<file path="src/rtl/alu_arbiter.sv">
// Round-robin sequencer sharing one 8-bit ADD/SUB ALU among NREQ clients.
// Define ALU_ARB_PERF_EN to enable the saturating op_count counter.
module alu_arbiter #(
  parameter int NREQ = 4
) (
  input  logic              clk,
  input  logic              rst_n,
  input  logic [NREQ-1:0]   req_valid,
  output logic [NREQ-1:0]   req_ready,
  input  logic [8*NREQ-1:0] req_a,
  input  logic [8*NREQ-1:0] req_b,
  input  logic [2*NREQ-1:0] req_op,
  output logic [7:0]        alu_a,
  output logic [7:0]        alu_b,
  output logic [1:0]        alu_opcode,
  input  logic [7:0]        alu_result,
  output logic [NREQ-1:0]   rsp_valid,
  output logic [7:0]        rsp_data,
  input  logic [NREQ-1:0]   rsp_ready,
  output logic              busy,
  output logic [15:0]       op_count
);

  localparam int IW = (NREQ > 1) ? $clog2(NREQ) : 1;

  typedef enum logic [1:0] {
    IDLE,
    EXEC,
    RESP
  } state_e;

  state_e        state_q, state_d;
  logic [IW-1:0] last_q, last_d;
  logic [IW-1:0] grant_q, grant_d;
  logic [7:0]    a_q, a_d;
  logic [7:0]    b_q, b_d;
  logic [1:0]    op_q, op_d;
  logic [7:0]    rsp_q, rsp_d;
  logic [IW-1:0] win;
  logic          found;
  logic          acc;
  logic          done;

  // Search starts one past the last served requester, wrapping.
  always_comb begin
    int j;
    found = 1'b0;
    win   = '0;
    j     = 0;
    for (int k = 1; k <= NREQ; k++) begin
      j = (int'(last_q) + k) % NREQ;
      if (!found && req_valid[IW'(j)]) begin
        found = 1'b1;
        win   = IW'(j);
      end
    end
  end

  assign acc  = (state_q == IDLE) && found;
  assign done = (state_q == RESP) && rsp_ready[grant_q];

  assign req_ready = (acc && rst_n) ? (NREQ'(1) << win) : '0;
  assign rsp_valid = (state_q == RESP) ? (NREQ'(1) << grant_q) : '0;

  assign busy       = (state_q != IDLE);
  assign alu_a      = a_q;
  assign alu_b      = b_q;
  assign alu_opcode = op_q;
  assign rsp_data   = rsp_q;

  always_comb begin
    state_d = state_q;
    last_d  = last_q;
    grant_d = grant_q;
    a_d     = a_q;
    b_d     = b_q;
    op_d    = op_q;
    rsp_d   = rsp_q;
    unique case (state_q)
      IDLE: begin
        if (acc) begin
          a_d     = req_a[8*int'(win) +: 8];
          b_d     = req_b[8*int'(win) +: 8];
          op_d    = req_op[2*int'(win) +: 2];
          grant_d = win;
          state_d = EXEC;
        end
      end
      EXEC: begin
        rsp_d   = alu_result;
        state_d = RESP;
      end
      RESP: begin
        if (done) begin
          last_d  = grant_q;
          state_d = IDLE;
        end
      end
      default: state_d = IDLE;
    endcase
  end

  always_ff @(posedge clk or negedge rst_n) begin
    if (!rst_n) begin
      state_q <= IDLE;
      last_q  <= IW'(NREQ - 1);
      grant_q <= '0;
      a_q     <= '0;
      b_q     <= '0;
      op_q    <= '0;
      rsp_q   <= '0;
    end else begin
      state_q <= state_d;
      last_q  <= last_d;
      grant_q <= grant_d;
      a_q     <= a_d;
      b_q     <= b_d;
      op_q    <= op_d;
      rsp_q   <= rsp_d;
    end
  end

`ifdef ALU_ARB_PERF_EN
  logic [15:0] cnt_q, cnt_d;

  always_comb begin
    cnt_d = cnt_q;
    if (done && (cnt_q != 16'hFFFF)) begin
      cnt_d = cnt_q + 16'd1;
    end
  end

  always_ff @(posedge clk or negedge rst_n) begin
    if (!rst_n) begin
      cnt_q <= '0;
    end else begin
      cnt_q <= cnt_d;
    end
  end

  assign op_count = cnt_q;
`else
  assign op_count = '0;
`endif

endmodule

</file>
<file path="config.mk">
export PLATFORM = sky130hd
export DESIGN_NAME = alu_arbiter
export DESIGN_NICKNAME = d
export VERILOG_FILES = /design/src/rtl/alu_arbiter.sv
export SDC_FILE = /design/constraint.sdc
export NUM_CORES = 1
export LEC_CHECK = 0
export ABC_AREA = 1
export BUFFER_PORTS_ARGS = -buffer_cell sky130_fd_sc_hd__buf_2
export CAP_MARGIN = 20
export CORE_ASPECT_RATIO = 1.1
export CORE_MARGIN = 1.5
export CORE_UTILIZATION = 41
export CTS_CLUSTER_SIZE = 8
export DETAILED_ROUTE_END_ITERATION = 10
export PLACE_DENSITY = 0.85
export SYNTH_ARGS = -nofsm -noshare
export SYNTH_HDL_FRONTEND = slang
export SYNTH_SLANG_ARGS = --single-unit
</file>
<file path="constraint.sdc">
create_clock -name clk -period 5.03 [get_ports clk]
set_clock_uncertainty 0.15 [all_clocks]
set_input_delay 0 -clock clk [delete_from_list [all_inputs] [get_ports clk]]
set_output_delay 0 -clock clk [all_outputs]
set_load 0.005 [all_outputs]
</file>
==> flow_summary_export.csv, run 1 <==
group,metric,value,unit
clock_network,numCtsBuffers,5,
routing,wl_per_cell,12.07,µm
cells_and_area,drive_gt1_share,29.25,%
routing,antenna_left,0,
critical_path,cp_cell_sequence,"inv_6, nand2_2, nand2_1, nand2_1, nand2_2, inv_2, nand2_4, nand2_2, nand2_4, nand2_1, nand2_1, dlygate4sd3_1, nand2_1, nand2_1, dlygate4sd3_1, nand2_1, nand2_1",
grt,grt_pass1_wl,12890,µm
grt,grt_pass1_vias,2947,
die,die_width,76.70,µm
routing,drc,0,
synthesis,seq_area_frac_synth,32.79,%
critical_path,crit_path_start_kind,"flop",
sta,fmax,0.2541,GHz
grt,grt_overflow,0,
cells_and_area,nets,636,
synthesis,synth_seq_cells,32,
placement,port_buffers,124,
placement,hpwl,5101,µm
clock_network,hold_buffers,55,
synthesis,synth_cell_types,26,
power,power_density,745.2,mW/mm²
clock_network,clk_path_buf_depth,2,
critical_path,cp_max_fo,40,
sta,tightest_slew,928.2,ps
sta,fin_tns_setup,0,ps
run_status,status,"finished clean",
synthesis,syn_inst,381,
synthesis,syn_area,0.002450,mm²
die,std_cell_rows,29,
critical_path,slowest_delay,640,ps
routing,firstDrtPassIters,4,
routing,drt_iter0_drc,113,
sta,setup_viol,0,
die,die_height,84.07,µm
clock_network,clk_pin_slew,70,ps
routing,vias_per_cell,4.825,
critical_path,worst_setup_path_end_kind,"flop",
critical_path,worst_path_most_repeated_cell,"nand2_1",
synthesis,synth-edff-count,0,
grt,grt_max_degree,41,
critical_path,crit_required,5050,ps
routing,routed_wl,7532,µm
die,die-area,0.006448,mm²
sta,relSlewSlack,38.12,%
clock_network,cts.htree.levels,2,
critical_path,crit_type,"flop to flop",
run,maxCapViolations,0,
die,initial_core_util,42.46,%
sta,rsz0062_at_grt,"false",
clock_network,cts-root-buf,"clkbuf_8",
die,core-area,0.005769,mm²
clock_network,cts-resized-gates,0,
synthesis,yosys_most_used_dff,"dfrtp_1",
cells_and_area,final_util,62.55,%
synthesis,syn_area_per_cell,6.430,µm²
critical_path,cp_data_arrival_time,3950,ps
power,ir_worst_vdd,443.6,µV
sta,layout_min_cycle_time,3936,ps
power,power.leakage,2.125,nW
synthesis,yosys_warnings,0,
hold_path,hold_class,"input port to flop",
grt,antenna_found_initial,0,
synthesis,async_flop_share,100.0,%
clock_network,postCtsSetupBuffers,0,
grt,grt_usage,24.47,%
sta,finalHoldViolCount,0,
power,power,2.689,mW
clock_network,clk-insertion-delay-late,270,ps
sta,drv_slew,0,
sta,post-route-period-util,78.25,%
routing,num_vias,3011,
sta,holdWs,17.68,ps
clock_network,cts_tree,"yes",
critical_path,cp_slowest_cell,"dfstp_2",
placement,place_congestion,0.8100,
clock_network,cts_sinks,32,
cells_and_area,num-fill-cells,551,
cells_and_area,antennaDiodeCount,0,
die,ios,141,
cells_and_area,syn2layout_area_growth,47.29,%
[worst paths after layout]
kind,from,end,slack [ps],cells after the start
min,req_b[27],alu_b[3]$_DFFE_PN0P_,20,7
max,last_q[0]$_DFFE_PN1P_,alu_b[7]$_DFFE_PN0P_,1090,17
min reg2reg,alu_b[7]$_DFFE_PN0P_,alu_b[7]$_DFFE_PN0P_,330,2
min in group asynchronous,rst_n,rsp_data[2]$_DFFE_PN0N_,170,2
max reg2reg,last_q[0]$_DFFE_PN1P_,alu_b[7]$_DFFE_PN0P_,1090,17
max in group asynchronous,rst_n,alu_a[3]$_DFFE_PN0P_,4110,2
[cell usage in the layout (no fill, tap or decap)]
master / Yosys / routed
inv_6: 1 / 1
nor3_2: 1 / 1
a21oi_2: 0 / 1
nand3_2: 1 / 1
dlygate4sd3_1: 0 / 55
conb_1: 1 / 16
mux2_2: 8 / 8
nand4_1: 1 / 1
nand2_4: 3 / 3
nor2_4: 1 / 1
buf_2: 9 / 124
nand2_1: 212 / 212
a31oi_1: 1 / 1
dfstp_2: 2 / 2
nand3_1: 45 / 45
dfrtp_1: 30 / 30
nor3_1: 8 / 8
inv_2: 2 / 2
o21ai_1: 1 / 1
o21ai_0: 5 / 5
clkbuf_8: 0 / 6
inv_1: 9 / 9
nor2_2: 1 / 1
nand2_2: 9 / 9
clkbuf_1: 2 / 2
nor2_1: 2 / 2
[cell type report]
class | count | area, µm² | share of cell area [%]
clock buffer | 8 | 90.09 | 2.497
multi-input combinational | 316 | 1398 | 38.73
inverter | 12 | 50.05 | 1.387
sequential | 32 | 803.3 | 22.26
timing repair buffer | 179 | 1171 | 32.45
tap | 77 | 96.34 | 2.670
[sequential cells by signal, indices dropped and copies added, names as in the netlist]
register    cells
state_q         2
last_q          2
alu_b           8
rsp_data        8
alu_opcode      2
alu_a           8
grant_q         2
[cell usage after synthesis, types with 2 or more instances]
master | count | area, µm²
nand2_4 | 3 | 33.78
nor2_1 | 2 | 7.510
nor3_1 | 8 | 40.04
buf_4 | 20 | 150.1
nand3_1 | 45 | 225.2
buf_2 | 9 | 45.04
dfstp_2 | 2 | 52.55
clkbuf_1 | 2 | 7.510
nand2_1 | 212 | 795.8
buf_6 | 5 | 56.30
nand2_2 | 9 | 56.30
mux2_2 | 8 | 90.09
dfrtp_1 | 30 | 750.7
inv_1 | 9 | 33.78
o21ai_0 | 5 | 25.02
inv_2 | 2 | 7.510
[worst max-delay path: cells and delay by family (launching register included)]
kind	cells	cell delay [ps]
DFF	1	640
and+or+nand+nor	13	1750
buffers and inverters	4	1280
[stage by stage]
step,instance area [µm²],cells,setup WS [ps]
floorplan,2506,396,3023
global placement,2968,561,2188
detailed placement,2968,561,2069
CTS,3608,624,1132
global route,3608,624,772.0
finish,3608,624,1094
[report_power, final]
part	total (mW)	switching (mW)	internal, mW
Combinational	2.00	1.13	0.872
Clock	0.198	0.0868	0.111
Sequential	0.489	0.0933	0.396
Total	2.69	1.31	1.38
[kinds of logic (layout without fill, tap and decap cells)]
family                 Yosys count  after routing  synth area share, %
AOI/OAI and AO/OA                8              8                1.685
buffers and inverters           48            199                12.61
DFF                             32             32                32.79
muxes                            8              8                3.677
other                            1             16               0.1531
and+or+nand+nor                284            284                49.08
[layer usage]
metal	up-vias	track usage, %	part of all wire, %
li1	1488	-	-
met1	1358	27.72	38
met5	-	0	0
met3	22	4.262	7.3
met2	143	45.86	52
met4	0	7.744	2.4
(Power assumes the default switching activity.)
==> run 2: changes to the inputs <==
--- a/config.mk
+++ b/config.mk
@@ -5,7 +5,7 @@
 export SDC_FILE = /design/constraint.sdc
 export NUM_CORES = 1
 export LEC_CHECK = 0
-export ABC_AREA = 1
+export ABC_AREA = 0
 export BUFFER_PORTS_ARGS = -buffer_cell sky130_fd_sc_hd__buf_2
 export CAP_MARGIN = 20
 export CORE_ASPECT_RATIO = 1.1
@@ -13,7 +13,7 @@
 export CORE_UTILIZATION = 41
 export CTS_CLUSTER_SIZE = 8
 export DETAILED_ROUTE_END_ITERATION = 10
-export PLACE_DENSITY = 0.85
+export PLACE_DENSITY = 0.86
 export SYNTH_ARGS = -nofsm -noshare
 export SYNTH_HDL_FRONTEND = slang
 export SYNTH_SLANG_ARGS = --single-unit
==> constraint.sdc (replaced) <==
create_clock -name clk -period 3.7 [get_ports clk]
set_clock_uncertainty 0.15 [all_clocks]
set_input_delay 0 -clock clk [delete_from_list [all_inputs] [get_ports clk]]
set_output_delay 0 -clock clk [all_outputs]
set_load 0.005 [all_outputs]
==> run 2 against run 1 <==
  * Area after synthesis decreased by 8.3%
  * Critical path depth shrank 10
  * Critical endpoint is now alu_b[3]$_DFFE_PN0P_
  * Maximum frequency increased by 22%
==> flow_summary_export.csv, run 2 <==
group,metric,value,unit
sta,fmax,0.3090,GHz
clock_network,cts_sinks,32,
cells_and_area,fin_cells,490,
cells_and_area,nets,504,
synthesis,yosysMostFrequentCell,"dfrtp_1",
routing,routed_wl,7711,µm
synthesis,yosysTopAreaCell,"dfrtp_1",
clock_network,clk_pin_slew,80,ps
placement,port_buffers,124,
grt,antenna_found_initial,0,
synthesis,synth-edff-count,0,
power,power_density,699.3,mW/mm²
critical_path,endpoint,"alu_b[3]$_DFFE_PN0P_",
cells_and_area,syn2layout_area_growth,58.11,%
cells_and_area,drive_gt1_share,38.31,%
cells_and_area,seq_area,803.3,µm²
critical_path,cp_data_arrival_time,3260,ps
critical_path,cp_max_fo,19,
critical_path,crit_buf_inv,2,
sta,fin_tns_setup,0,ps
run,maxCapViolations,0,
sta,post-route-period-util,87.47,%
synthesis,yosys_warnings,0,
power,ir_worst_vdd,399.4,µV
clock_network,clk_path_buf_depth,2,
synthesis,yosys-top-cells-area,"dfrtp_1, mux2i_1, buf_4",
critical_path,r2r_start,"last_q[1]$_DFFE_PN1P_",
synthesis,synth_common_cells,"dfrtp_1, o21ai_1, buf_4",
routing,num_vias,2579,
routing,wl_per_cell,15.74,µm
synthesis,syn_area_per_cell,9.598,µm²
power,power.leakage,1.783,nW
cells_and_area,layout_common_cells,"buf_2, dlygate4sd3_1, dfrtp_1",
routing,antenna_left,0,
critical_path,worst_setup_path_end_kind,"flop",
sta,finalHoldViolCount,0,
critical_path,crit_type,"flop to flop",
critical_path,cp_slowest_cell,"dfstp_2",
critical_path,cp.depth,7,
cells_and_area,antennaDiodeCount,0,
routing,drt_iter0_drc,119,
placement,place_congestion,0.7949,
cells_and_area,num-fill-cells,443,
placement,placed_cells,417,
die,std_cell_rows,28,
clock_network,numCtsBuffers,5,
synthesis,syn_inst,234,
critical_path,rr_worst_depth,7,
die,die_width,73.57,µm
sta,relSlewSlack,45.44,%
critical_path,cp_cell_sequence,"mux2i_1, o22ai_2, nor2_8, mux2i_1, dlygate4sd3_1, o21ai_1, dlygate4sd3_1",
clock_network,cts.htree.levels,2,
synthesis,synthDominantCellAreaShare,33.43,%
grt,grt_max_degree,37,
synthesis,synth_cell_types,42,
synthesis,synth_seq_cells,32,
critical_path,startpoint,"last_q[1]$_DFFE_PN1P_",
synthesis,async_flop_share,100.0,%
routing,vias_per_cell,5.263,
die,ios,141,
run_status,status,"finished clean",
sta,tightest_slew,812.9,ps
grt,grt_overflow,0,
critical_path,rrSetupSlack,460,ps
clock_network,postCtsSetupBuffers,0,
sta,layout_min_cycle_time,3237,ps
cells_and_area,multi_input_area,0.001272,mm²
grt,grt_pass1_wl,11930,µm
sta,drv_slew,0,
clock_network,clk-insertion-delay-late,290,ps
routing,drc,0,
cells_and_area,final_common_cell,"buf_2",
synthesis,syn_area,0.002246,mm²
synthesis,seq_area_frac_synth,35.77,%
routing,firstDrtPassIters,4,
die,initial_core_util,42.18,%
critical_path,crit_required,3720,ps
clock_network,cts_tree,"yes",
clock_network,cts-root-buf,"clkbuf_8",
die,die-area,0.005931,mm²
sta,rsz0062_at_grt,"false",
synthesis,yosys_most_used_dff,"dfrtp_1",
critical_path,slowest_delay,680,ps
critical_path,cp_top_family,"buffers and inverters",
die,core-area,0.005325,mm²
placement,hpwl,4389,µm
grt,grt_usage,26.26,%
critical_path,reg2reg_to,"alu_b[3]$_DFFE_PN0P_",
die,die_height,80.63,µm
sta,setup_viol,0,
grt,grt_pass1_vias,2596,
hold_path,hold_class,"input port to async pin",
critical_path,crit_path_start_kind,"flop",
## run 2: cells by family (layout without fill, tap and decap cells)
kind of cell	count (synthesis)	in the layout	synth area share, %
compound gates	82	82	27.19
buf+inv	36	202	10.08
flops	32	32	35.77
mux	30	30	14.48
other cells	1	16	0.1670
simple gates	53	53	12.31
## run 2: worst min path at each step
stage | cells past startpoint | from | end | slack [ps]
after global routing | 4 | rsp_ready[3] | last_q[0]$_DFFE_PN1P_ | 250
final | 2 | rst_n | rsp_data[0]$_DFFE_PN0N_ | 220
after CTS | 2 | rst_n | rsp_data[6]$_DFFE_PN0N_ | 200
after floorplan | 0 | rst_n | alu_a[0]$_DFFE_PN0P_ | -450
after detailed placement | 1 | rst_n | rsp_data[6]$_DFFE_PN0N_ | -20
after global placement | 1 | rst_n | rsp_data[6]$_DFFE_PN0N_ | -30
## run 2: metal layers
metal / up-vias / GRT usage (%) / wire length, µm
met2: 117 / 49.28 / 4303
met5: - / 0 / 0
met1: 1254 / 28.33 / 2836
li1: 1190 / - / -
met3: 18 / 4.768 / 363
met4: 0 / 10.56 / 206
## run 2: report_power, final
group / switching (mW) / internal (mW) / total, mW / leakage [nW]
combinational: 0.703 / 0.816 / 1.52 / 1.38
sequential: 0.151 / 0.537 / 0.688 / 0.360
clock: 0.145 / 0.131 / 0.276 / 0.0479
total: 0.999 / 1.48 / 2.48 / 1.78
## run 2: repair_timing
action	CTS	global route
endpoints found under the hold margin	57	0
resized for setup	0	0
hold buffers	65	0
## run 2: area by class of cell
| class | count | share of cell area (%) |
|---|---|---|
| sequential | 32 | 22.62 |
| clock inverter | 3 | 0.5285 |
| multi-input combinational | 181 | 35.84 |
| timing repair buffer | 190 | 36.01 |
| clock buffer | 5 | 1.938 |
| inverter | 4 | 0.4228 |
| tap | 75 | 2.643 |
## run 2: through the flow
stage | util [%] | area (µm²) | hold slack, ps | total power [mW] | worst slack, ps
floorplan | - | 2302 | -445.6 | 1.507 | 1908
detailed placement | 52.82 | 2813 | -17.10 | 1.831 | 1634
global route | 66.68 | 3551 | 253.4 | 2.649 | 343.6
finish | 66.68 | 3551 | 221.9 | 2.483 | 463.5
global placement | 52.82 | 2813 | -28.01 | 1.789 | 1690
CTS | 66.68 | 3551 | 201.6 | 2.421 | 547.9
==> run 3: changes to the inputs <==
--- a/config.mk
+++ b/config.mk
@@ -10,10 +10,11 @@
 export CAP_MARGIN = 20
 export CORE_ASPECT_RATIO = 1.1
 export CORE_MARGIN = 1.5
-export CORE_UTILIZATION = 41
+export CORE_UTILIZATION = 40
+export CTS_BUF_LIST = sky130_fd_sc_hd__clkbuf_8
 export CTS_CLUSTER_SIZE = 8
 export DETAILED_ROUTE_END_ITERATION = 10
-export PLACE_DENSITY = 0.86
+export PLACE_DENSITY = 0.88
 export SYNTH_ARGS = -nofsm -noshare
 export SYNTH_HDL_FRONTEND = slang
 export SYNTH_SLANG_ARGS = --single-unit
==> constraint.sdc (replaced) <==
create_clock -name clk -period 2.7 [get_ports clk]
set_clock_uncertainty 0.15 [all_clocks]
set_input_delay 0 -clock clk [delete_from_list [all_inputs] [get_ports clk]]
set_output_delay 0 -clock clk [all_outputs]
set_load 0.005 [all_outputs]
==> run 3 against run 2 <==
  * Maximum frequency grew 25%
  * First-iteration DRC count is 2.5% higher
  * Clock-buffer cell count unchanged
  * Critical path depth unchanged
  * Routed wire length increased by 8.1%
  * Largest cell class unchanged
==> flow_summary_export.csv, run 3 (synthesis gave the netlist of run 2 again) <==
group,metric,value,unit
critical_path,worst_setup_path_end_kind,"flop",
power,power_density,929.4,mW/mm²
routing,firstDrtPassIters,5,
placement,port_buffers,124,
placement,pre_cts_ws,597.0,ps
placement,placed_cells,418,
routing,drc,0,
routing,wl_per_cell,16.37,µm
sta,fin_ws,110.7,ps
cells_and_area,drive_gt1_share,37.56,%
critical_path,crit_required,2710,ps
critical_path,cp_data_arrival_time,2600,ps
die,die_width,74.45,µm
routing,num_vias,2773,
die,die_height,81.59,µm
die,initial_core_util,41.63,%
routing,routed_wl,8333,µm
power,ir_worst_vdd,574.7,µV
sta,drv_slew,0,
critical_path,cp_cell_sequence,"mux2i_1, o22ai_2, nor2_8, buf_12, mux2i_1, dlygate4sd3_1, o22ai_1",
hold_path,hold_depth,3,
clock_network,numCtsBuffers,5,
sta,layout_min_cycle_time,2589,ps
clock_network,cts_tree,"yes",
critical_path,crit_type,"flop to flop",
sta,relSlewSlack,61.66,%
die,std_cell_rows,28,
cells_and_area,layout_common_cells,"buf_2, dlygate4sd3_1, dfrtp_1",
grt,grt_usage,27.37,%
grt,grt_max_degree,32,
cells_and_area,antennaDiodeCount,0,
placement,place_congestion,0.8460,
sta,fmax,0.3862,GHz
critical_path,crit_path_start_kind,"flop",
critical_path,cp_max_fo,13,
sta,rsz0062_at_grt,"false",
clock_network,clk_path_buf_depth,2,
power,power.leakage,1.909,nW
grt,grt_pass1_vias,2752,
clock_network,clk_pin_slew,70,ps
cells_and_area,design_area,0.003786,mm²
critical_path,slowest_delay,680,ps
sta,holdWs,7.061,ps
critical_path,rr_worst_depth,7,
routing,drt_iter0_drc,122,
die,die-area,0.006074,mm²
grt,grt_pass1_wl,12620,µm
grt,antenna_found_initial,0,
routing,vias_per_cell,5.448,
placement,placed_cell_area,0.002820,mm²
routing,antenna_left,0,
clock_network,cts.htree.levels,2,
cells_and_area,final_common_cell,"buf_2",
grt,grt_overflow,0,
clock_network,clk-insertion-delay-late,280,ps
hold_path,hold_class,"input port to flop",
sta,fin_tns_setup,0,ps
clock_network,cts_sinks,32,
cells_and_area,syn2layout_area_growth,68.58,%
sta,setup_viol,0,
placement,hpwl,4521,µm
cells_and_area,fin_cells,509,
die,ios,141,
run_status,status,"finished clean",
run,maxCapViolations,0,
sta,post-route-period-util,95.90,%
sta,finalHoldViolCount,0,
clock_network,cts-root-buf,"clkbuf_8",
critical_path,worst_path_most_repeated_cell,"mux2i_1",
cells_and_area,nets,523,
die,core-area,0.005395,mm²
critical_path,cp_slowest_cell,"dfstp_2",
sta,tightest_slew,575.1,ps
[run 3: changes by cell type in the layout (fill, tap and decap cells not counted)]
cell           delta
o21ai_2           +1
bufinv_16         +1
clkinv_2          -1
buf_4             +1
buf_12            +2
clkinv_4          -1
clkinvlp_4        +1
dlygate4sd3_1    +16
o21ai_1           -1
[run 3: routing by layer]
metal	share of wire, %	wire length [µm]	vias to the layer above	GRT usage, %
met4	5.2	433	0	15.64
met1	34	2817	1310	28.79
met2	54	4473	189	50.63
li1	-	-	1227	-
met3	7.3	609	47	4.663
met5	0	0	-	0
[run 3: report_power, final]
group	internal, mW	total, mW	switching, mW
logic	1.13	2.11	0.980
registers	0.737	0.946	0.209
clock network	0.273	0.467	0.194
[run 3: cell type report]
class                   instances  area, µm²
fillers                       410       1609
repair buffers                209       1486
multi-input cells             181       1276
flip-flops and latches         32      803.3
well taps                      75      93.84
clock buffers                   5      68.82
clock inverters                 3      42.54
inverters                       4      15.01
[run 3: repair_timing]
| action | 4_1_cts | 5_1_grt |
|---|---|---|
| gates resized for setup | 0 | 1 |
| endpoints found under the setup margin | 0 | 18 |
| setup buffers | 0 | 2 |
| endpoints found under the hold margin | 56 | 0 |
| hold buffers | 81 | 0 |
[run 3: metrics by stage]
| step | utilization [%] | total power, mW |
|---|---|---|
| after floorplan | - | 2.065 |
| after global placement | 52.27 | 2.459 |
| after detailed placement | 52.27 | 2.528 |
| after CTS | 69.36 | 3.376 |
| after global routing | 70.18 | 3.754 |
| final | 70.18 | 3.519 |
[run 3: path summary, 6_finish.rpt]
check | slack (ps) | from | end
min | 7 | rsp_ready[3] | state_q[1]$_DFFE_PN0P_
max in group asynchronous | 1700 | rst_n | last_q[0]$_DFFE_PN1P_
max reg2reg | 110 | last_q[1]$_DFFE_PN1P_ | alu_a[7]$_DFFE_PN0P_
min reg2reg | 350 | rsp_data[4]$_DFFE_PN0N_ | rsp_data[4]$_DFFE_PN0N_
min in group asynchronous | 30 | rst_n | alu_b[5]$_DFFE_PN0P_
max | 110 | last_q[1]$_DFFE_PN1P_ | alu_a[7]$_DFFE_PN0P_
[run 3: critical path: cells and delay by family (launching register included)]
kind | cells | cell delay (ps)
buf+inv | 2 | 740
simple gates | 1 | 160
mux | 2 | 500
flops | 1 | 680
compound gates | 2 | 240
